$ cat src/rtl/uart_tx_fifo.sv
// uart_tx_fifo: 8N1 UART transmitter fed by a first-word-fall-through byte FIFO.
// Optional parity bit after the data bits when UART_TX_PARITY_EN is defined (sense from PARITY_ODD).
module uart_tx_fifo #(
   parameter int CLK_FREQ_HZ = 8000000,
   parameter int BAUD_RATE   = 115200,
   parameter int FIFO_DEPTH  = 8,
   parameter int STOP_BITS   = 1,
   parameter int PARITY_ODD  = 0
) (
   input  logic                          clk,
   input  logic                          reset,
   input  logic                          tx_en,
   input  logic [7:0]                    data_i,
   input  logic                          valid_i,
   output logic                          ready_o,
   output logic                          uart_tx,
   output logic                          busy_o,
   output logic [$clog2(FIFO_DEPTH):0]   level_o
);
   localparam int BAUD_DIV = (CLK_FREQ_HZ + BAUD_RATE / 2) / BAUD_RATE;
   localparam int AW       = $clog2(FIFO_DEPTH);
   localparam int BW       = $clog2(BAUD_DIV + 1);
   localparam logic [BW-1:0] BAUD_LAST  = BW'(BAUD_DIV - 1);
   localparam logic [2:0]    STOP_LAST  = 3'(STOP_BITS - 1);
   localparam logic [AW:0]   DEPTH_FULL = FIFO_DEPTH[AW:0];

   // state    | meaning
   // S_IDLE   | line high, waiting for a queued byte with tx_en
   // S_START  | start bit (low)
   // S_DATA   | 8 data bits, LSB first
   // S_PARITY | parity bit (parity builds only)
   // S_STOP   | STOP_BITS stop bits (high); may chain straight into S_START
`ifdef UART_TX_PARITY_EN
   typedef enum logic [2:0] {S_IDLE, S_START, S_DATA, S_PARITY, S_STOP} state_t;
`else
   typedef enum logic [2:0] {S_IDLE, S_START, S_DATA, S_STOP} state_t;
`endif

   logic [7:0]    mem_q [FIFO_DEPTH];
   logic [AW-1:0] wr_ptr_q, rd_ptr_q;
   logic [AW:0]   count_q;
   logic          push, pop;
   logic [7:0]    head;

   assign ready_o = (count_q != DEPTH_FULL);
   assign push    = valid_i && ready_o;
   assign level_o = count_q;
   assign head    = mem_q[rd_ptr_q];

   always_ff @(posedge clk or negedge reset) begin
      if (!reset) begin
         wr_ptr_q <= '0;
         rd_ptr_q <= '0;
         count_q  <= '0;
      end else begin
         if (push) wr_ptr_q <= wr_ptr_q + 1'b1;
         if (pop)  rd_ptr_q <= rd_ptr_q + 1'b1;
         if (push && !pop)      count_q <= count_q + 1'b1;
         else if (pop && !push) count_q <= count_q - 1'b1;
      end
   end

   always_ff @(posedge clk) begin
      if (push) mem_q[wr_ptr_q] <= data_i;
   end

   state_t        state_q, state_d;
   logic [BW-1:0] baud_q, baud_d;
   logic [2:0]    bit_q, bit_d;
   logic [7:0]    shift_q, shift_d;
   logic          tx_q, tx_d;
   logic          busy_q, busy_d;
   logic          tick, can_start, start_frame;

`ifdef UART_TX_PARITY_EN
   logic          par_q, par_d;
`else
   logic          unused_parity_odd;
   assign unused_parity_odd = PARITY_ODD[0];
`endif

   assign tick      = (baud_q == '0);
   assign can_start = (count_q != '0) && tx_en;

   always_comb begin
      state_d     = state_q;
      baud_d      = tick ? BAUD_LAST : baud_q - 1'b1;
      bit_d       = bit_q;
      shift_d     = shift_q;
      tx_d        = tx_q;
      busy_d      = busy_q;
      pop         = 1'b0;
      start_frame = 1'b0;
`ifdef UART_TX_PARITY_EN
      par_d       = par_q;
`endif
      case (state_q)
         S_IDLE: begin
            tx_d        = 1'b1;
            busy_d      = 1'b0;
            baud_d      = baud_q;
            start_frame = can_start;
         end
         S_START: begin
            if (tick) begin
               tx_d    = shift_q[0];
               bit_d   = '0;
               state_d = S_DATA;
            end
         end
         S_DATA: begin
            if (tick) begin
               if (bit_q == 3'd7) begin
`ifdef UART_TX_PARITY_EN
                  tx_d    = par_q;
                  state_d = S_PARITY;
`else
                  tx_d    = 1'b1;
                  bit_d   = STOP_LAST;
                  state_d = S_STOP;
`endif
               end else begin
                  bit_d   = bit_q + 1'b1;
                  shift_d = shift_q >> 1;
                  tx_d    = shift_q[1];
               end
            end
         end
`ifdef UART_TX_PARITY_EN
         S_PARITY: begin
            if (tick) begin
               tx_d    = 1'b1;
               bit_d   = STOP_LAST;
               state_d = S_STOP;
            end
         end
`endif
         S_STOP: begin
            if (tick) begin
               if (bit_q != '0) begin
                  bit_d = bit_q - 1'b1;
               end else if (can_start) begin
                  start_frame = 1'b1;
               end else begin
                  busy_d  = 1'b0;
                  state_d = S_IDLE;
               end
            end
         end
         default: begin
            tx_d    = 1'b1;
            busy_d  = 1'b0;
            state_d = S_IDLE;
         end
      endcase

      // Loading the head byte is shared by the idle start and the chained start from STOP.
      if (start_frame) begin
         pop     = 1'b1;
         shift_d = head;
         tx_d    = 1'b0;
         busy_d  = 1'b1;
         baud_d  = BAUD_LAST;
         bit_d   = '0;
         state_d = S_START;
`ifdef UART_TX_PARITY_EN
         par_d   = (^head) ^ PARITY_ODD[0];
`endif
      end
   end

   always_ff @(posedge clk or negedge reset) begin
      if (!reset) begin
         state_q <= S_IDLE;
         baud_q  <= '0;
         bit_q   <= '0;
         shift_q <= '0;
         tx_q    <= 1'b1;
         busy_q  <= 1'b0;
`ifdef UART_TX_PARITY_EN
         par_q   <= 1'b0;
`endif
      end else begin
         state_q <= state_d;
         baud_q  <= baud_d;
         bit_q   <= bit_d;
         shift_q <= shift_d;
         tx_q    <= tx_d;
         busy_q  <= busy_d;
`ifdef UART_TX_PARITY_EN
         par_q   <= par_d;
`endif
      end
   end

   assign uart_tx = tx_q;
   assign busy_o  = busy_q;

endmodule

$ cat config.mk
export PLATFORM = sky130hd
export DESIGN_NAME = uart_tx_fifo
export DESIGN_NICKNAME = d
export VERILOG_FILES = /design/src/rtl/uart_tx_fifo.sv
export SDC_FILE = /design/constraint.sdc
export NUM_CORES = 1
export LEC_CHECK = 0
export BUFFER_PORTS_ARGS = -buffer_cell sky130_fd_sc_hd__buf_2
export CORE_MARGIN = 1.5
export CORE_UTILIZATION = 45
export DETAILED_ROUTE_END_ITERATION = 7
export PLACE_DENSITY = 0.69
export SETUP_SLACK_MARGIN = 0.1
export SYNTH_ARGS = -nofsm -noshare
export SYNTH_HDL_FRONTEND = slang
export SYNTH_SLANG_ARGS = --single-unit
export TNS_END_PERCENT = 50
$ cat constraint.sdc
create_clock -name clk -period 6 [get_ports clk]
set_clock_uncertainty 0.1 [all_clocks]
set_input_delay 1.2 -clock clk [delete_from_list [all_inputs] [get_ports clk]]
set_output_delay 1.2 -clock clk [all_outputs]
set_load 0.01 [all_outputs]
== Word level (Yosys, flattened, before mapping) ==
Memories as Yosys holds them, arrays and structs flattened.
Index checks and enable logic that the tools add are counted.

* Logic and storage cells: 94
* Register bits: 33
* RAM bits: 64
* Output and inout port bits: 7
* Memories: 1
* Input bits: 12

{| class="wikitable"
|+ Memory list
! memory !! words !! width !! rd ports !! clocked after Yosys merged registers in !! write ports !! line !! RTL
|-
| mem_q || 8 || 8 || 1 || 0 || 1 || 39 || <nowiki>logic [7:0] mem_q [FIFO_DEPTH];</nowiki>
|}

* Reductions and logical operators: 20
* $add $sub $neg: 7
* Muxes and demuxes: 41
* Equal/unequal tests: 16

{| class="wikitable"
|+ Operator list
! operator !! number
|-
| 2-to-1 mux 3 bit || 13
|-
| 2-to-1 mux 8 bit || 4
|-
| 2-to-1 mux 7 bit || 3
|-
| != test 3 bit, second input constant || 7
|-
| 2-to-1 mux 1 bit || 14
|-
| one-hot mux 3 bit (4 select lines) || 1
|-
| adder 3 x 1 -> 3 bit, second input constant || 3
|-
| one-hot mux 3 bit (3 select lines) || 1
|-
| 2-to-1 mux 4 bit || 2
|-
| nonzero test 4 bit || 2
|-
| zero test 7 bit || 1
|-
| AND reduction 7 bit || 1
|-
| subtractor 7 x 1 -> 7 bit, second input constant || 1
|-
| == test 3 x 2 -> 1 bit, second input constant || 2
|-
| != test 2 bit, second input constant || 3
|-
| AND reduction 3 bit || 2
|-
| nonzero test 2 bit || 3
|-
| AND reduction 5 bit || 1
|-
| adder 4 x 1 -> 4 bit, second input constant || 1
|-
| logical AND 1 bit || 4
|-
| != test 4 bit, second input constant || 1
|-
| one-hot mux 1 bit (2 select lines) || 2
|-
| AND reduction 4 bit || 1
|-
| subtractor 4 x 1 -> 4 bit, second input constant || 1
|-
| other kinds (9) || 10
|}

== Longest topological paths before layout ==
Gate-level depths: netlist (run 1).

* Depth after elaboration: 10
* Depth in mapped cells: 14

== Worst setup path before layout (run 1) ==
Ideal clock, no wire load.

* Path kind: input-to-reg
* Start: in tx_en
* End: reg count_q[3] (netlist: level_o[3])
* Arrival time: 2.840 ns
* Library setup time: 0.129 ns
* Data required time: 5.771 ns
* Stages: 11
* Path slack: 2.932 ns
* Cell sequence: o41ai_2 > nor3_4 > inv_2 > ha_1 > inv_1 > ha_1 > a21o_1 > a21oi_1 > xnor2_1 > nor2_1 > xor2_1

* Longest elaborated chain between the ends: 9
* Elaborated cells on any way between the ends: 11
* Classes of those cells: mux (6); reduce/logical (5)

{| class="wikitable"
|+ RTL lines
! element !! line !! RTL
|-
| start: declaration || 12 || <nowiki>input logic tx_en,</nowiki>
|-
| logical AND 1 bit (*) || 83 || <nowiki>assign can_start = (count_q != '0) && tx_en;</nowiki>
|-
| 2-to-1 mux 1 bit || 142 || <nowiki>end else if (can_start) begin</nowiki>
|-
| 2-to-1 mux 1 bit || 140 || <nowiki>if (bit_q != '0) begin</nowiki>
|-
| 2-to-1 mux 1 bit || 139 || <nowiki>if (tick) begin</nowiki>
|-
| one-hot mux 1 bit (2 select lines) (*) || 97 || <nowiki>case (state_q)</nowiki>
|-
| 2-to-1 mux 1 bit (*) || 158 || <nowiki>if (start_frame) begin</nowiki>
|-
| zero test 1 bit || 58 || <nowiki>if (push && !pop) count_q <= count_q + 1'b1;</nowiki>
|-
| logical AND 1 bit || 58 ||
|-
| 2-to-1 mux 4 bit or nonzero test 2 bit (tied branches) || n/a ||
|-
| end signal: assignment || 58 ||
|-
| end signal: assignment || 59 || <nowiki>else if (pop && !push) count_q <= count_q - 1'b1;</nowiki>
|-
| end: declaration || 41 || <nowiki>logic [AW:0] count_q;</nowiki>
|}

Mark *: on every way between the ends. The rest lies on a longest branch, timed or not.
A chain may end at the register's enable or synchronous reset.

== Worst setup path after layout (run 1) ==
* Start: reg baud_q[0]
* End: reg count_q[3] (netlist: level_o[3])

* Longest elaborated chain between the ends: 7
* Elaborated cells on any way between the ends: 9
* Classes of those cells: mux (4); reduce/logical (5)

{| class="wikitable"
|+ RTL lines
! element !! line !! RTL
|-
| start: declaration || 68 || <nowiki>logic [BW-1:0] baud_q, baud_d;</nowiki>
|-
| start signal: assignment || 185 || <nowiki>baud_q <= baud_d;</nowiki>
|-
| zero test 7 bit (*) || 82 || <nowiki>assign tick = (baud_q == '0);</nowiki>
|-
| 2-to-1 mux 1 bit (*) || 139 ||
|-
| one-hot mux 1 bit (2 select lines) (*) || 97 ||
|-
| 2-to-1 mux 1 bit (*) || 158 ||
|-
| zero test 1 bit || 58 ||
|-
| logical AND 1 bit || 58 ||
|-
| 2-to-1 mux 4 bit or nonzero test 2 bit (tied branches) || n/a ||
|}

Marks and branches as above.

==> results of run 1 <==
[where the power goes]
| part | leakage (nW) | internal (W) | switching (W) | total [W] |
|---|---|---|---|---|
| registers | 0.933 | 0.000799 | 0.0000566 | 0.000855 |
| clock network | 0.100 | 0.000164 | 0.000248 | 0.000412 |
| logic | 0.679 | 0.0000921 | 0.000127 | 0.000219 |
[through the flow]
step	instance area (sq um)	utilization, %	worst slack [ns]	std cells	power (W)
finish	4680	50.7	2.31	435	0.00149
global route	4680	50.7	1.97	435	0.00156
CTS	4680	50.7	2.32	435	0.00151
detailed placement	4490	48.6	2.19	419	0.00110
global placement	4490	48.6	2.29	419	0.00108
floorplan	4270	-	2.93	281	0.00100
[cells by family (layout without fill, tap and decap cells)]
kind of cell / after synthesis / after routing / share of synthesized area (%)
adder cells (fa/ha/maj): 15 / 15 / 4.57
flip-flops: 96 / 96 / 63.8
AO/OA/AOI/OAI: 36 / 36 / 5.80
XOR/XNOR: 8 / 8 / 1.64
AND/OR/NAND/NOR: 61 / 61 / 7.27
multiplexers: 43 / 43 / 14.9
buffers and inverters: 22 / 47 / 2.08
[worst min path at each step]
stage	slack, ns	startpoint	endpoint
after global placement	0.39	baud_q[1]	baud_q[1]
final	0.42	baud_q[1]	baud_q[1]
after detailed placement	0.40	baud_q[1]	baud_q[1]
after global routing	0.48	baud_q[0]	baud_q[0]
after CTS	0.43	baud_q[1]	baud_q[1]
after floorplan	0.37	baud_q[1]	baud_q[1]
[state kept, by name (all words and copies together) (netlist names)]
name      count
rd_ptr_q      3
busy_o        1
state_q       2
shift_q       8
uart_tx       1
wr_ptr_q      3
level_o       4
baud_q        7
bit_q         3
mem_q        64
[worst max-delay path, stage by stage (launching register included)]
cell,delay [ns]
dfrtp_1,0.42
inv_1,0.07
ha_1,0.21
nor4b_2,0.39
a41oi_1,0.25
nor3_4,0.70
inv_2,0.14
ha_1,0.26
inv_1,0.12
ha_1,0.25
a21o_1,0.16
a21oi_1,0.18
xnor2_1,0.14
nor2_1,0.06
xor2_1,0.14
[layout make-up]
cell class,count,area share (%)
well taps,129,3.45
clock inverters,7,1.47
multi-input cells,163,31.2
clock buffers,9,2.64
flip-flops and latches,96,58.2
repair buffers,19,2.08
inverters,12,0.962
[routing by layer]
layer  GRT usage (%)  vias up  routed length, microns
met5               0        -                       0
met4            8.02        0                     202
met3            3.41       16                     278
met2            25.9       51                    3450
met1            21.1     1147                    3350
li1                -     1099                       -
[cells in the final DEF (no fill, tap or decap), types with 2 or more instances in the layout]
cell type  netlist  routed
edfxtp_1        64      64
mux4_2          16      16
a311oi_1         2       2
nor3_1           7       6
dfrtp_1         31      31
xnor2_1          5       5
nor2_1          18      18
o21ai_1          2       2
nor3_4           2       2
buf_2            2      18
ha_1            14      14
nand2_1         23      23
a21oi_1          4       4
inv_1           11      11
xor2_1           3       3
clkbuf_8         0       9
mux2i_1         24      24
clkinv_4         0       2
o31ai_1          2       2
nand3b_1         2       2
a21o_1           2       2
o21ai_0         13      13
inv_6            0       2
mux2_1           2       2
nand2b_1         4       4
inv_8            0       3
==> run metrics, run 1 <==
clock buffer depth 2; Ant. Diodes 0; Register Area 2720 sq um; # resized after CTS 0; Final TNS setup 0 ns; Via density 5.32; hpwl dp 4670 microns; Worst Tran Pin Value 1.09 ns; Max Cap Violations 0; hold slack 0.423 ns; layout net count 328; Post-Synthesis Net Count 308; share of flip-flops with an asynchronous set or reset 33.3%; fill count 795; mapped cell area 4270 sq um; Post-Route WL 7280 microns; leading area contributor after synthesis edfxtp_1; largest cells by area after synthesis edfxtp_1, dfrtp_1, mux4_2; predominant post-synthesis flop cell edfxtp_1; sequential share of the synthesized area 63.8%; Die Y 100 microns; syn avg cell area 15.2 sq um; Post-synth top cells edfxtp_1, dfrtp_1, mux2i_1; reg2reg start baud_q[0]; Worst EP required 6.16 ns; WS Path Type register to register; die width 100 microns; drt pass-1 iters 4; Clk Latency, worst-skew pair 0.36 ns; critical path fanouts, max 17; YS warnings 0; first-pass GRT wire length 12000 microns; I/O Buffers 18; Hold Buf Count CTS 0; synthesized flop and latch total 96; Yosys top cell area share 45.0%; HP Class register to register; DRC Markers 0; Syn Inst Count 281; Syn-to-layout area delta 9.67%; RSZ-0062 raised after global routing no; EDFF count, synth 64; fmax 271 MHz; TritonCTS clock tree built; via count 2313; final setup fails 0; share of cells above drive strength 1 19.9%; Initial Util 46.2%; root buf cell clkbuf_8; drt wl/cell 16.7 microns; Routability Congestion 0.797; Final ANT Viol Nets 0; max_slew headroom 27.1%; Final Cycle Share 61.4%; initial drt markers 77; crit path DAT 3.84 ns; RR Endpoint level_o[3]; Row Count 35; Slew Limit Fails 0; multi-input logic area 1460 sq um; most numerous cell in the Yosys netlist edfxtp_1; Unique masters post-synth 45; clk slew on worst S/H paths 0.10 ns; total gr overflow 0; Final Hold Viols 0; crit path capture type register; gr usage total 16.2%; fin crit period 3.69 ns; number of global-route vias before repair 2365; hold path cells 2; core area 9240 sq um; crit path from baud_q[0]; Worst Reg2Reg Path Length in Cells 14; initial antenna violation count 0; Top Ports 19; largest net degree at the start of global routing 33; CP startpoint kind register; Clock Sink Count 96; P_leak 1.71 nW; power density over cell area 317 nW/um^2; H-Tree Depth 3; status finished clean; flop2flop setup slack 2.31 ns; number of post-CTS setup repair buffers 0; CP endpoint level_o[3]; maximum VDD drop 0.169 mV; CTS Buf Count 9; Die Area 10100 sq um
Power figures use the tool's default switching activity.
==> run 2: changes to the inputs <==
--- a/config.mk
+++ b/config.mk
@@ -5,6 +5,7 @@
 export SDC_FILE = /design/constraint.sdc
 export NUM_CORES = 1
 export LEC_CHECK = 0
+export ABC_AREA = 1
 export BUFFER_PORTS_ARGS = -buffer_cell sky130_fd_sc_hd__buf_2
 export CORE_MARGIN = 1.5
 export CORE_UTILIZATION = 45
==> constraint.sdc (replaced) <==
create_clock -name clk -period 3.7 [get_ports clk]
set_clock_uncertainty 0.1 [all_clocks]
set_input_delay 0.74 -clock clk [delete_from_list [all_inputs] [get_ports clk]]
set_output_delay 0.74 -clock clk [all_outputs]
set_load 0.01 [all_outputs]
==> run 2 against run 1 <==
Critical path type unchanged. Combinational power is 65% higher. Non-clock buffer count increased by 1. Critical path depth unchanged. Wire length is 14% higher. Die area increased by 1.2%. Largest power group unchanged.
==> run metrics, run 2 <==
Syn Inst Count 409 (+46%); drt pass-1 iters 4 (unchanged); crit path DAT 3.17 ns (-0.67 ns); crit path capture type register; Worst Tran Pin Value 0.989 ns (-0.104 ns); core area 9280 sq um (+0.47%); YS warnings 0 (unchanged); Final Cycle Share 80.4% (+19 points); fmax 336 MHz (+24%); DRC Markers 0 (unchanged); clock buffer depth 2 (unchanged); TritonCTS clock tree built; Reg with most FFs mem_q; mapped cell area 4320 sq um (+1.2%); Clk Latency, worst-skew pair 0.37 ns (about the same); Final ANT Viol Nets 0 (unchanged); pre-CTS WS 0.785 ns (-1.41 ns); Max Cap Violations 0 (unchanged); hold slack 0.303 ns (-0.120 ns); RSZ-0062 raised after global routing no; total gr overflow 0 (unchanged); Post-synth top cells nand2_1, edfxtp_1, nor2_1; number of global-route vias before repair 2824 (+19%); Yosys top cell area share 44.5% (-0.53 points); commonest non-fill, non-tap cell in the layout nand2_1; hpwl dp 5320 microns (+14%); clk slew on worst S/H paths 0.11 ns (about the same); final setup fails 0 (unchanged); Initial Util 46.5% (+0.33 points); Unique masters post-synth 33 (-27%); Die Area 10200 sq um (+1.2%); Post-Synthesis Net Count 436 (+42%); CTS Buf Count 9 (unchanged); max reg flops 64 (unchanged); Hold Buf Count CTS 0 (unchanged); fin crit period 2.98 ns (-0.709 ns); Syn-to-layout area delta 9.81%; max_slew headroom 33.8% (+6.7 points); synthesized flop and latch total 96 (unchanged); HP Class input port to asynchronous set/reset pin; root buf cell clkbuf_8; maximum VDD drop 0.321 mV (+90%); Final TNS setup 0 ns (unchanged); number of post-CTS setup repair buffers 0 (unchanged); Routability Congestion 0.843 (+5.7%); critical path fanouts, max 21 (+4); WS Path Type register to register; Post-Route WL 8310 microns (+14%); initial drt markers 111 (+44%); syn avg cell area 10.6 sq um (-30%); share of cells above drive strength 1 11.3% (-8.6 points); H-Tree Depth 3 (unchanged); gr usage total 17.8% (+1.6 points); via count 2914 (+26%); Via density 5.19 (-2.5%); die width 101 microns (+0.58%); initial antenna violation count 0 (unchanged); largest registers mem_q (64), shift_q (8), baud_q (7); leading area contributor after synthesis edfxtp_1; Final Hold Viols 0 (unchanged); largest cells by area after synthesis edfxtp_1, dfrtp_1, nand2_1; first-pass GRT wire length 13700 microns (+14%); most numerous cell in the Yosys netlist nand2_1; I/O Buffers 18 (unchanged); EDFF count, synth 64 (unchanged); sequential share of the synthesized area 63.0% (-0.76 points); Top Ports 19 (unchanged); drt wl/cell 14.8 microns (-12%); most frequent cells in the layout nand2_1, edfxtp_1, nor2_1; Ant. Diodes 0 (unchanged); largest net degree at the start of global routing 35 (+6.1%); Slew Limit Fails 0 (unchanged); Die Y 101 microns (+0.58%); PnR worst setup slack 0.724 ns (-1.59 ns); Row Count 35 (unchanged); predominant post-synthesis flop cell edfxtp_1; Worst EP required 3.90 ns (-2.26 ns); layout net count 455 (+39%); status finished clean; # resized after CTS 0 (unchanged); P_leak 1.94 nW (+13%); Clock Sink Count 96 (unchanged); power density over cell area 520 nW/um^2 (+64%); CP startpoint kind register; share of flip-flops with an asynchronous set or reset 33.3% (unchanged)
## run 2: cell count changes after synthesis, sizes merged, moves of 5 or more
cell   previous run  this run
inv              12        28
nor2             18        47
mux4             16         0
mux2i            24         0
nand4             0         5
nand2            23        97
o22ai             0        15
nor3              9         2
nand3             0        25
o21ai            15        43
## run 2: logic make-up after synthesis
kind of cell / Yosys count / share of synthesized area [%]
compound gates: 70 / 9.00
xor+xnor: 7 / 1.42
fa+ha+maj: 15 / 4.52
buf+inv: 41 / 3.94
flops: 96 / 63.0
simple gates: 180 / 18.1
## run 2: layout make-up
class                      instances  area [sq um]
clock buffer                       9           124
tap                              129           161
multi-input combinational        272          1430
sequential                        96          2720
clock inverter                     7          95.1
fill                             848          4540
timing repair buffer              20           105
inverter                          29           109
## run 2: worst max-delay path, stage by stage (launching register included)
cell	delay (ns)
dfrtp_1	0.43
ha_1	0.30
nand3_1	0.17
nand2_1	0.10
inv_1	0.04
nor2_1	0.12
nand2_2	0.26
ha_1	0.32
inv_1	0.12
ha_1	0.25
a21o_1	0.16
a21oi_1	0.16
nor2_1	0.06
nor2_1	0.15
xor2_1	0.17
## run 2: routing by layer
metal | track usage (%) | up-vias | routed length, microns
met5 | 0 | - | 0
met4 | 6.84 | 0 | 140
met3 | 3.74 | 15 | 390
met2 | 30.0 | 75 | 4070
met1 | 22.7 | 1382 | 3710
li1 | - | 1442 | -
## run 2: report_power, final
part | internal, W | switching (W) | total, W
Combinational | 0.000127 | 0.000234 | 0.000361
Clock | 0.000334 | 0.000410 | 0.000743
Sequential | 0.00130 | 0.0000672 | 0.00136
## run 2: through the flow
| stage | std cells | utilization (%) | total power [W] | cell area [sq um] |
|---|---|---|---|---|
| detailed placement | 546 | 48.8 | 0.00175 | 4530 |
| CTS | 562 | 51.1 | 0.00248 | 4750 |
| finish | 562 | 51.1 | 0.00247 | 4750 |
| global route | 562 | 51.1 | 0.00258 | 4750 |
| global placement | 546 | 48.8 | 0.00173 | 4530 |
| floorplan | 409 | - | 0.00161 | 4320 |
## run 2: path summary, 6_finish.rpt
kind	slack [ns]	to	start	depth (start not counted)
setup / recovery	0.72	level_o[3]	state_q[1]	14
hold / removal	0.30	busy_o	reset	1
setup reg to reg	0.72	level_o[3]	state_q[1]	14
hold reg to reg	0.37	busy_o	busy_o	2
max in group asynchronous	2.73	shift_q[4]	reset	1
min in group clk	0.37	busy_o	busy_o	2
==> run 3: changes to the inputs <==
--- a/config.mk
+++ b/config.mk
@@ -10,7 +10,7 @@
 export CORE_MARGIN = 1.5
 export CORE_UTILIZATION = 45
 export DETAILED_ROUTE_END_ITERATION = 7
-export PLACE_DENSITY = 0.69
+export PLACE_DENSITY = 0.72
 export SETUP_SLACK_MARGIN = 0.1
 export SYNTH_ARGS = -nofsm -noshare
 export SYNTH_HDL_FRONTEND = slang
==> constraint.sdc (replaced) <==
create_clock -name clk -period 2.4 [get_ports clk]
set_clock_uncertainty 0.1 [all_clocks]
set_input_delay 0.48 -clock clk [delete_from_list [all_inputs] [get_ports clk]]
set_output_delay 0.48 -clock clk [all_outputs]
set_load 0.01 [all_outputs]
==> run 3 against run 2 <==
Die area is the same. Hold slack lost 0.22 ns. Count of clock-buffer cells in the layout grew 1. Sequential share of layout area shrank 2.5 points. Global-route usage shrank 0.13 points. Flip-flop and latch count is the same. Highest routed layer unchanged.
==> run metrics, run 3 (synthesis results as in run 2) <==
status finished clean; CTS Buf Count 9 (unchanged); largest net degree at the start of global routing 34 (-2.9%); Row Count 35 (unchanged); Final Hold Viols 0 (unchanged); max_slew headroom 52.3% (+19 points); I/O Buffers 18 (unchanged); clk slew on worst S/H paths 0.09 ns (-0.02 ns); commonest non-fill, non-tap cell in the layout nand2_1; DRC Markers 0 (unchanged); clock buffer depth 2 (unchanged); via count 2989 (+2.6%); crit path capture type register; largest registers mem_q (64), shift_q (8), baud_q (7); Ant. Diodes 0 (unchanged); Initial Util 46.5% (unchanged); drt wl/cell 14.3 microns (-3.1%); crit path DAT 2.42 ns (-0.75 ns); Final Cycle Share 95.4% (+15 points); Clk Latency, worst-skew pair 0.34 ns (-0.03 ns); Max Cap Violations 0 (unchanged); hold slack 0.0819 ns (-0.221 ns); RSZ-0062 raised after global routing yes; Worst EP required 2.53 ns (-1.37 ns); layout net count 478 (+5.1%); Reg with most FFs mem_q; core area 9280 sq um (unchanged); total gr overflow 0 (unchanged); power density over cell area 733 nW/um^2 (+41%); maximum VDD drop 0.592 mV (+85%); most frequent cells in the layout nand2_1, edfxtp_1, nor2_1; Hold Buf Count CTS 0 (unchanged); CP startpoint kind register; fin crit period 2.29 ns (-0.688 ns); root buf cell clkbuf_8; fin util 53.4% (+2.3 points); hpwl dp 5320 microns (+0.11%); initial drt markers 171 (+54%); number of global-route vias before repair 2913 (+3.2%); Register Area 2720 sq um (unchanged); share of cells above drive strength 1 18.7% (+7.4 points); Final ANT Viol Nets 0 (unchanged); drt pass-1 iters 5 (+1); total design power 0.00364 W (+47%); Top Ports 19 (unchanged); final setup fails 0 (unchanged); Worst Tran Pin Value 0.715 ns (-0.274 ns); Die Y 101 microns (unchanged); initial antenna violation count 0 (unchanged); first-pass GRT wire length 13700 microns (-0.15%); max reg flops 64 (unchanged); H-Tree Depth 3 (unchanged); fill count 819 (-3.4%); Post-Route WL 8370 microns (+0.71%); gr usage total 17.7% (-0.13 points); Slew Limit Fails 0 (unchanged); Syn-to-layout area delta 14.7%; multi-input logic area 1520 sq um (+6.4%); Routability Congestion 0.808 (-4.1%); Die Area 10200 sq um (unchanged); P_leak 2.02 nW (+4.3%); HP Class input port to asynchronous set/reset pin; WS Path Type register to register; TritonCTS clock tree built; die width 101 microns (unchanged); Clock Sink Count 96 (unchanged); Via density 5.12 (-1.3%); fmax 437 MHz (+30%); critical path fanouts, max 3 (-86%)
## run 3: timing repair
item                                    in CTS  in global routing
endpoints found under the setup margin       1                  1
setup buffers                                3                  5
resized for setup                            7                  6
pin swaps                                    4                  4
## run 3: worst max-delay path, stage by stage, from the launching register on
cell and delay, ns:
dfrtp_1 0.42, inv_2 0.09, ha_4 0.20, inv_2 0.06, nand3_2 0.08, nor2_2 0.12
nand2_2 0.08, ha_4 0.17, inv_4 0.06, ha_4 0.19, a21o_1 0.16, a21oi_2 0.15
nand2_1 0.07, nand2_1 0.05, nor2_1 0.04, xor2_1 0.13
## run 3: path summary, 6_finish.rpt
| kind | start | to | slack (ns) | depth (start not counted) |
|---|---|---|---|---|
| setup / recovery | state_q[0] | level_o[3] | 0.11 | 15 |
| hold reg to reg | busy_o | busy_o | 0.39 | 2 |
| hold / removal | reset | baud_q[3] | 0.08 | 1 |
| max in group asynchronous | reset | wr_ptr_q[1] | 1.66 | 1 |
| setup reg to reg | state_q[0] | level_o[3] | 0.11 | 15 |
| min in group clk | data_i[1] | mem_q[6][1] | 0.30 | 1 |
## run 3: stage by stage
stage | std cells | setup slack (ns) | instance area [sq um] | setup TNS (ns)
floorplan | 409 | -0.155 | 4360 | -0.155
global placement | 561 | 0.0990 | 4680 | 0
detailed placement | 561 | 0.0245 | 4680 | 0
CTS | 579 | 0.109 | 4890 | 0
global route | 584 | 0.00417 | 4960 | 0
finish | 584 | 0.111 | 4960 | 0
## run 3: where the power goes
| group | switching [W] | internal, W |
|---|---|---|
| logic | 0.000391 | 0.000264 |
| clock network | 0.000524 | 0.000372 |
| registers | 0.0000921 | 0.00199 |
| total | 0.00101 | 0.00263 |
## run 3: routing by layer
layer  GRT usage [%]  vias up  routed length [microns]
li1                -     1484                        -
met1            23.7     1424                     3850
met2            29.1       67                     4060
met3            2.91       14                      313
met4            6.94        0                      154
met5               0        -                        0
## run 3: final cells by class
type                            instances  share of cell area [%]
Clock buffer                           10                    2.57
Multi-Input combinational cell        272                    30.6
Clock inverter                          5                   0.681
Tap cell                              129                    3.26
Inverter                               29                    2.25
Timing Repair Buffer                   43                    5.68
Sequential cell                        96                    54.9
